File: src/rtl/decode_operand_fetch.sv
`default_nettype none
// ============================================================================
// Module      : decode_operand_fetch
// Description : Operand-fetch / issue stage. Drives register-file read
//               addresses, bypasses same-cycle write-back data, blocks
//               RAW/WAW hazards with a per-register pending scoreboard and
//               registers one instruction plus operands toward execute over
//               a valid/ready handshake.
// Revision    : 1.0 - initial release
// ============================================================================
module decode_operand_fetch #(
  parameter int XLEN = 64,
  parameter int NREG = 32,
  parameter int AW   = 5,
  parameter int OPW  = 8
) (
  input  logic            clk,
  input  logic            reset_n,
  input  logic            in_valid,
  output logic            in_ready,
  input  logic [OPW-1:0]  in_op,
  input  logic [XLEN-1:0] in_pc,
  input  logic [XLEN-1:0] in_imm,
  input  logic [AW-1:0]   in_rs1,
  input  logic [AW-1:0]   in_rs2,
  input  logic            in_use1,
  input  logic            in_use2,
  input  logic [AW-1:0]   in_rd,
  input  logic            in_we,
  output logic [AW-1:0]   rf_ra1,
  output logic [AW-1:0]   rf_ra2,
  input  logic [XLEN-1:0] rf_rd1,
  input  logic [XLEN-1:0] rf_rd2,
  input  logic            wb_valid,
  input  logic [AW-1:0]   wb_rd,
  input  logic [XLEN-1:0] wb_data,
  output logic            ex_valid,
  input  logic            ex_ready,
  output logic [OPW-1:0]  ex_op,
  output logic [XLEN-1:0] ex_pc,
  output logic [XLEN-1:0] ex_imm,
  output logic [XLEN-1:0] ex_rs1_val,
  output logic [XLEN-1:0] ex_rs2_val,
  output logic [AW-1:0]   ex_rd,
  output logic            ex_we,
  output logic [31:0]     stall_cnt
);

  logic [NREG-1:0] r_pend;
  logic [31:0]     r_stall_cnt;
  logic            r_ex_valid;
  logic [OPW-1:0]  r_ex_op;
  logic [XLEN-1:0] r_ex_pc;
  logic [XLEN-1:0] r_ex_imm;
  logic [XLEN-1:0] r_ex_rs1_val;
  logic [XLEN-1:0] r_ex_rs2_val;
  logic [AW-1:0]   r_ex_rd;
  logic            r_ex_we;

  logic            w_wb_hit1;
  logic            w_wb_hit2;
  logic            w_wb_hitd;
  logic            w_raw1;
  logic            w_raw2;
  logic            w_waw;
  logic            w_hazard;
  logic            w_fire;
  logic [XLEN-1:0] w_op1;
  logic [XLEN-1:0] w_op2;
  logic [NREG-1:0] w_set_mask;
  logic [NREG-1:0] w_clr_mask;

  // Register-file read addresses follow the sources directly
  assign rf_ra1 = in_rs1;
  assign rf_ra2 = in_rs2;

  // A write-back in this cycle satisfies a pending register it targets
  assign w_wb_hit1 = wb_valid && (wb_rd == in_rs1);
  assign w_wb_hit2 = wb_valid && (wb_rd == in_rs2);
  assign w_wb_hitd = wb_valid && (wb_rd == in_rd);

  assign w_raw1   = in_use1 && (in_rs1 != '0) && r_pend[in_rs1] && !w_wb_hit1;
  assign w_raw2   = in_use2 && (in_rs2 != '0) && r_pend[in_rs2] && !w_wb_hit2;
  assign w_waw    = in_we && (in_rd != '0) && r_pend[in_rd] && !w_wb_hitd;
  assign w_hazard = w_raw1 || w_raw2 || w_waw;

  assign in_ready = !w_hazard && (!r_ex_valid || ex_ready);
  assign w_fire   = in_valid && in_ready;

  // Operand select: x0 reads zero, write-back bypass beats stale regfile data
  always_comb begin
    w_op1 = rf_rd1;
    w_op2 = rf_rd2;
    if (in_rs1 == '0)   w_op1 = '0;
    else if (w_wb_hit1) w_op1 = wb_data;
    if (in_rs2 == '0)   w_op2 = '0;
    else if (w_wb_hit2) w_op2 = wb_data;
  end

  // Scoreboard masks; bit 0 is stripped when applied so x0 never pends
  assign w_set_mask = (w_fire && in_we && (in_rd != '0)) ? (NREG'(1) << in_rd) : '0;
  assign w_clr_mask = (wb_valid && (wb_rd != '0)) ? (NREG'(1) << wb_rd) : '0;

  // Pending bits: set applied after clear so a younger producer wins
  always_ff @(posedge clk or negedge reset_n) begin
    if (!reset_n) begin
      r_pend <= '0;
    end else begin
      r_pend <= ((r_pend & ~w_clr_mask) | w_set_mask) & ~NREG'(1);
    end
  end

  // Saturating count of cycles a presented instruction is held by a hazard
  always_ff @(posedge clk or negedge reset_n) begin
    if (!reset_n) begin
      r_stall_cnt <= '0;
    end else if (in_valid && w_hazard && (r_stall_cnt != 32'hFFFF_FFFF)) begin
      r_stall_cnt <= r_stall_cnt + 32'd1;
    end
  end

  // Execute-side output register: load on fire, drop valid when consumed
  always_ff @(posedge clk or negedge reset_n) begin
    if (!reset_n) begin
      r_ex_valid   <= 1'b0;
      r_ex_op      <= '0;
      r_ex_pc      <= '0;
      r_ex_imm     <= '0;
      r_ex_rs1_val <= '0;
      r_ex_rs2_val <= '0;
      r_ex_rd      <= '0;
      r_ex_we      <= 1'b0;
    end else if (w_fire) begin
      r_ex_valid   <= 1'b1;
      r_ex_op      <= in_op;
      r_ex_pc      <= in_pc;
      r_ex_imm     <= in_imm;
      r_ex_rs1_val <= w_op1;
      r_ex_rs2_val <= w_op2;
      r_ex_rd      <= in_rd;
      r_ex_we      <= in_we;
    end else if (ex_ready) begin
      r_ex_valid   <= 1'b0;
    end
  end

  assign ex_valid   = r_ex_valid;
  assign ex_op      = r_ex_op;
  assign ex_pc      = r_ex_pc;
  assign ex_imm     = r_ex_imm;
  assign ex_rs1_val = r_ex_rs1_val;
  assign ex_rs2_val = r_ex_rs2_val;
  assign ex_rd      = r_ex_rd;
  assign ex_we      = r_ex_we;
  assign stall_cnt  = r_stall_cnt;

endmodule
`default_nettype wire

File: config.mk
export PLATFORM = sky130hd
export DESIGN_NAME = decode_operand_fetch
export DESIGN_NICKNAME = d
export VERILOG_FILES = /design/src/rtl/decode_operand_fetch.sv
export SDC_FILE = /design/constraint.sdc
export NUM_CORES = 1
export LEC_CHECK = 0
export CAP_MARGIN = 20
export CORE_AREA = 8 8 258 260
export DETAILED_ROUTE_END_ITERATION = 10
export DIE_AREA = 0 0 266 268
export PLACE_DENSITY = 0.67
export SYNTH_ARGS = -nofsm -noshare
export SYNTH_HDL_FRONTEND = slang
export SYNTH_SLANG_ARGS = --single-unit
File: constraint.sdc
create_clock -name clk -period 2.4 [get_ports clk]
set_input_delay 0.36 -clock clk [delete_from_list [all_inputs] [get_ports clk]]
set_output_delay 0.36 -clock clk [all_outputs]
set_load 0.01 [all_outputs]
==> results.toml <==
[timing]
slew-limit-headroom_pct = 34.9
setup_violations = 305
timing.final.ws_setup_ns = -0.543
post-route-min-period_ns = 2.94
timing.final.hold_violations = 0
whs_ns = 0.401
timing_max_transition_violations_final = 0
post-route-period-util_pct = 123
worstMarginPinSlew_ns = 0.977
fmax_mhz = 340
worst_clock_skew_ns = 0.0141
rsz0062_at_grt = "yes"

[power]
fin_total_pwr_uw = 22200
power_per_cell_area_nw_per_um2 = 826
vdd_drop_max_v = 0.000618
p_leak_uw = 0.0117

[synthesis]
yosysWarningCount = 0
synth_nets = 1502
synth_flop_cell = "sky130_fd_sc_hd__dfrtp_1"
synth.avg_cell_area_um2 = 14.3
postSynthCellCount = 1145
syn_area_um2 = 16300
asyncSetResetFlopFracSynth_pct = 100
synth_seq_cells = 334
synth_edf_count = 0
ys_seq_area_share_pct = 51.1
synth_cell_types = 46

[floorplanning]
die-height_um = 268
pin_count = 670
core_area_um2 = 62400
die_area_um2 = 71300
die_width_um = 266
initial_core_utilization_pct = 26.2
num_rows = 92

[route]
drt_via_density = 4.70
drt_pass1_iterations = 5
wl_per_cell_um = 23.7
drt.antenna.violating_nets = 0
drc_errors = 0
drt-total-wl_um = 66000
detailedRoute.firstIterationViolations = 766
num_vias = 13100

[global_routing]
number_of_global_route_vias_before_repair = 14400
groute.usage.overall_pct = 17.3
grt.overflow.total = 0
grt_pass1_wl_um = 94700
grt_max_degree = 65
grt_antenna_before_repair = 11

[placement]
place.detailed.hpwl_um = 50200
place_congestion = 0.902
io_buf_count = 669
place_area_um2 = 24700

[critical_path]
crit_buf_inv = 2
critical_path.max_stage_delay_ns = 0.48
crit_path_cell_trace = "mux4_2 -> mux2_4 -> nor3b_2 -> a31oi_1 -> nand4_1 -> o211ai_4 -> or2_4 -> buf_12 -> buf_16 -> mux2_4"
path_common_cell = "sky130_fd_sc_hd__mux2_4"
crit_path_top_delay_cell = "sky130_fd_sc_hd__mux4_2"
critPathCaptureType = "register"
criticalPathCategory = "register to register"
cp.arrival_ns = 3.36
cp.required_ns = 2.82
worst_setup_path_start_kind = "register"
critPathMaxFanout = 16
worst_path_dominant_cell_family = "multiplexers"

[final_layout]
final_core_util_pct = 43.0
postLayoutCellArea_um2 = 26800
fill_cells = 5729
final_layout_size_suffix_gt1_share_pct = 27.3
post_layout_net_count = 2262
area_growth_syn_to_layout_pct = 64.1

[min_path]
min-delay-path-class = "input port to asynchronous set/reset pin"

[clock_network]
tritoncts_clock_tree = "done"
cts_h_tree_depth = 2
clkSinkCount = 334
clkSlewWorstSetupHoldPaths_ns = 0.06
cts_buffers = 40
clk_path_buf_depth = 3
root_buffer = "sky130_fd_sc_hd__clkbuf_16"
clock_insertion_delay_worst_skew_ns = 0.55

[status]
violations_in_the_final_reports = "setup timing"
run_status = "complete, but fails checks"

[job]
cap_viol_max_count = 0
==> report_power, final <==
part	total (µW)	leakage, µW	switching [µW]	internal, µW
combinational	8010	0.00701	2920	5090
sequential	7940	0.00404	940	7000
clock	6210	0.000662	2460	3740
==> Yosys cell counts, types with 10 or more instances <==
cell type / number / area, µm²
sky130_fd_sc_hd__mux4_2: 19 / 428
sky130_fd_sc_hd__dfrtp_1: 334 / 8360
sky130_fd_sc_hd__and3_1: 10 / 62.6
sky130_fd_sc_hd__mux2_1: 17 / 191
sky130_fd_sc_hd__buf_4: 10 / 75.1
sky130_fd_sc_hd__xnor2_1: 34 / 298
sky130_fd_sc_hd__mux2_2: 27 / 304
sky130_fd_sc_hd__clkbuf_1: 47 / 176
sky130_fd_sc_hd__nor2_1: 16 / 60.1
sky130_fd_sc_hd__nand4_1: 14 / 87.6
sky130_fd_sc_hd__nand2_1: 34 / 128
sky130_fd_sc_hd__o21ai_0: 34 / 170
sky130_fd_sc_hd__nand3_1: 33 / 165
sky130_fd_sc_hd__o31ai_1: 30 / 225
sky130_fd_sc_hd__buf_6: 29 / 327
sky130_fd_sc_hd__mux2i_1: 12 / 120
sky130_fd_sc_hd__mux2_4: 231 / 3470
sky130_fd_sc_hd__a22o_1: 128 / 1120
sky130_fd_sc_hd__xor2_1: 12 / 105
==> flip-flops by register name, indices dropped and copies added (netlist names) <==
register / flops
ex_imm: 64
ex_pc: 64
ex_rs1_val: 64
ex_rs2_val: 64
stall_cnt: 32
r_pend: 31
ex_op: 8
ex_rd: 5
ex_valid: 1
ex_we: 1
==> per-stage QoR <==
stage,setup TNS [ns],setup slack [ns],cells
2_1_floorplan,-62.60,-0.235,1145
5_1_grt,-158.05,-0.591,2787
3_5_place_dp,-365.74,-1.19,2686
4_1_cts,-119.82,-0.525,2770
3_3_place_gp,-363.74,-1.18,2686
6_report,-139.26,-0.543,2787
==> final timing paths <==
kind | startpoint | slack, ns | cells after the start | to
setup / recovery | r_pend[21] | -0.54 | 10 | ex_rs2_val[12]
hold / removal | reset_n | 0.40 | 2 | ex_imm[21]
setup reg to reg | r_pend[21] | -0.54 | 10 | ex_rs2_val[12]
hold reg to reg | ex_pc[4] | 0.49 | 1 | ex_pc[4]
max in group asynchronous | reset_n | 1.25 | 3 | ex_rs1_val[40]
min in group clk | in_pc[11] | 0.41 | 2 | ex_pc[11]
==> placed cells by master (no fill, tap or decap), types with 3 or more instances in the layout <==
| master | count |
|---|---|
| sky130_fd_sc_hd__xnor2_1 | 34 |
| sky130_fd_sc_hd__mux2i_1 | 12 |
| sky130_fd_sc_hd__nor4_1 | 3 |
| sky130_fd_sc_hd__buf_8 | 5 |
| sky130_fd_sc_hd__nand3_1 | 32 |
| sky130_fd_sc_hd__diode_2 | 6 |
| sky130_fd_sc_hd__dfrtp_1 | 332 |
| sky130_fd_sc_hd__nor3_1 | 6 |
| sky130_fd_sc_hd__nand4_1 | 14 |
| sky130_fd_sc_hd__o21ai_0 | 32 |
| sky130_fd_sc_hd__bufinv_16 | 3 |
| sky130_fd_sc_hd__a21oi_1 | 3 |
| sky130_fd_sc_hd__mux2_2 | 25 |
| sky130_fd_sc_hd__and2_1 | 3 |
| sky130_fd_sc_hd__nor2_1 | 14 |
| sky130_fd_sc_hd__nor2b_1 | 8 |
| sky130_fd_sc_hd__and3_1 | 10 |
| sky130_fd_sc_hd__o31ai_2 | 12 |
| sky130_fd_sc_hd__clkdlybuf4s50_1 | 666 |
| sky130_fd_sc_hd__o31ai_1 | 18 |
| sky130_fd_sc_hd__nand2_1 | 32 |
| sky130_fd_sc_hd__buf_16 | 10 |
| sky130_fd_sc_hd__buf_12 | 23 |
| sky130_fd_sc_hd__xor2_1 | 12 |
| sky130_fd_sc_hd__nand3b_1 | 5 |
| sky130_fd_sc_hd__mux4_2 | 19 |
| sky130_fd_sc_hd__clkinv_2 | 8 |
| sky130_fd_sc_hd__clkbuf_8 | 7 |
| sky130_fd_sc_hd__o21ai_1 | 3 |
| sky130_fd_sc_hd__clkbuf_1 | 8 |
| sky130_fd_sc_hd__a22o_1 | 128 |
| sky130_fd_sc_hd__nand2b_1 | 5 |
| sky130_fd_sc_hd__buf_4 | 92 |
| sky130_fd_sc_hd__clkbuf_16 | 50 |
| sky130_fd_sc_hd__mux2_4 | 241 |
| sky130_fd_sc_hd__buf_6 | 13 |
| sky130_fd_sc_hd__mux2_1 | 9 |
==> cells by family (layout without fill, tap and decap cells) <==
family          count (synthesis)  after routing  share of synthesized area, %
fa+ha+maj                       1              1                        0.0766
flops                         334            334                          51.1
simple gates                  148            148                          4.72
buf+inv                       103            893                          4.07
other cells                     0              6                             0
mux                           306            306                          27.6
xor+xnor                       46             46                          2.47
compound gates                207            207                          9.91
==> per-layer routing <==
layer	vias up	track usage, %	part of all wire (%)
met2	576	30.3	50
met5	-	0	0.062
met3	103	6.59	9.5
met1	6624	19.2	38
met4	6	5.51	2.6
li1	5780	-	-
==> cell type report <==
| class | count | area [µm²] | share of cell area [%] |
|---|---|---|---|
| Clock inverter | 15 | 170 | 0.635 |
| Sequential cell | 334 | 8360 | 31.2 |
| Clock buffer | 57 | 1180 | 4.39 |
| Antenna cell | 6 | 15.0 | 0.0560 |
| Timing Repair Buffer | 819 | 8530 | 31.8 |
| Tap cell | 846 | 1060 | 3.95 |
| Multi-Input combinational cell | 708 | 7490 | 27.9 |
| Inverter | 2 | 7.51 | 0.0280 |
==> what timing repair did <==
action                                  4_1_cts  5_1_grt
hold buffers                                  1        0
hold endpoints to repair                     51        0
pin swaps                                     2        7
endpoints found under the setup margin      335      335
resized for setup                            52       41
buffers inserted                              5        6
gates cloned                                  6        8
(Power assumes the default switching activity.)
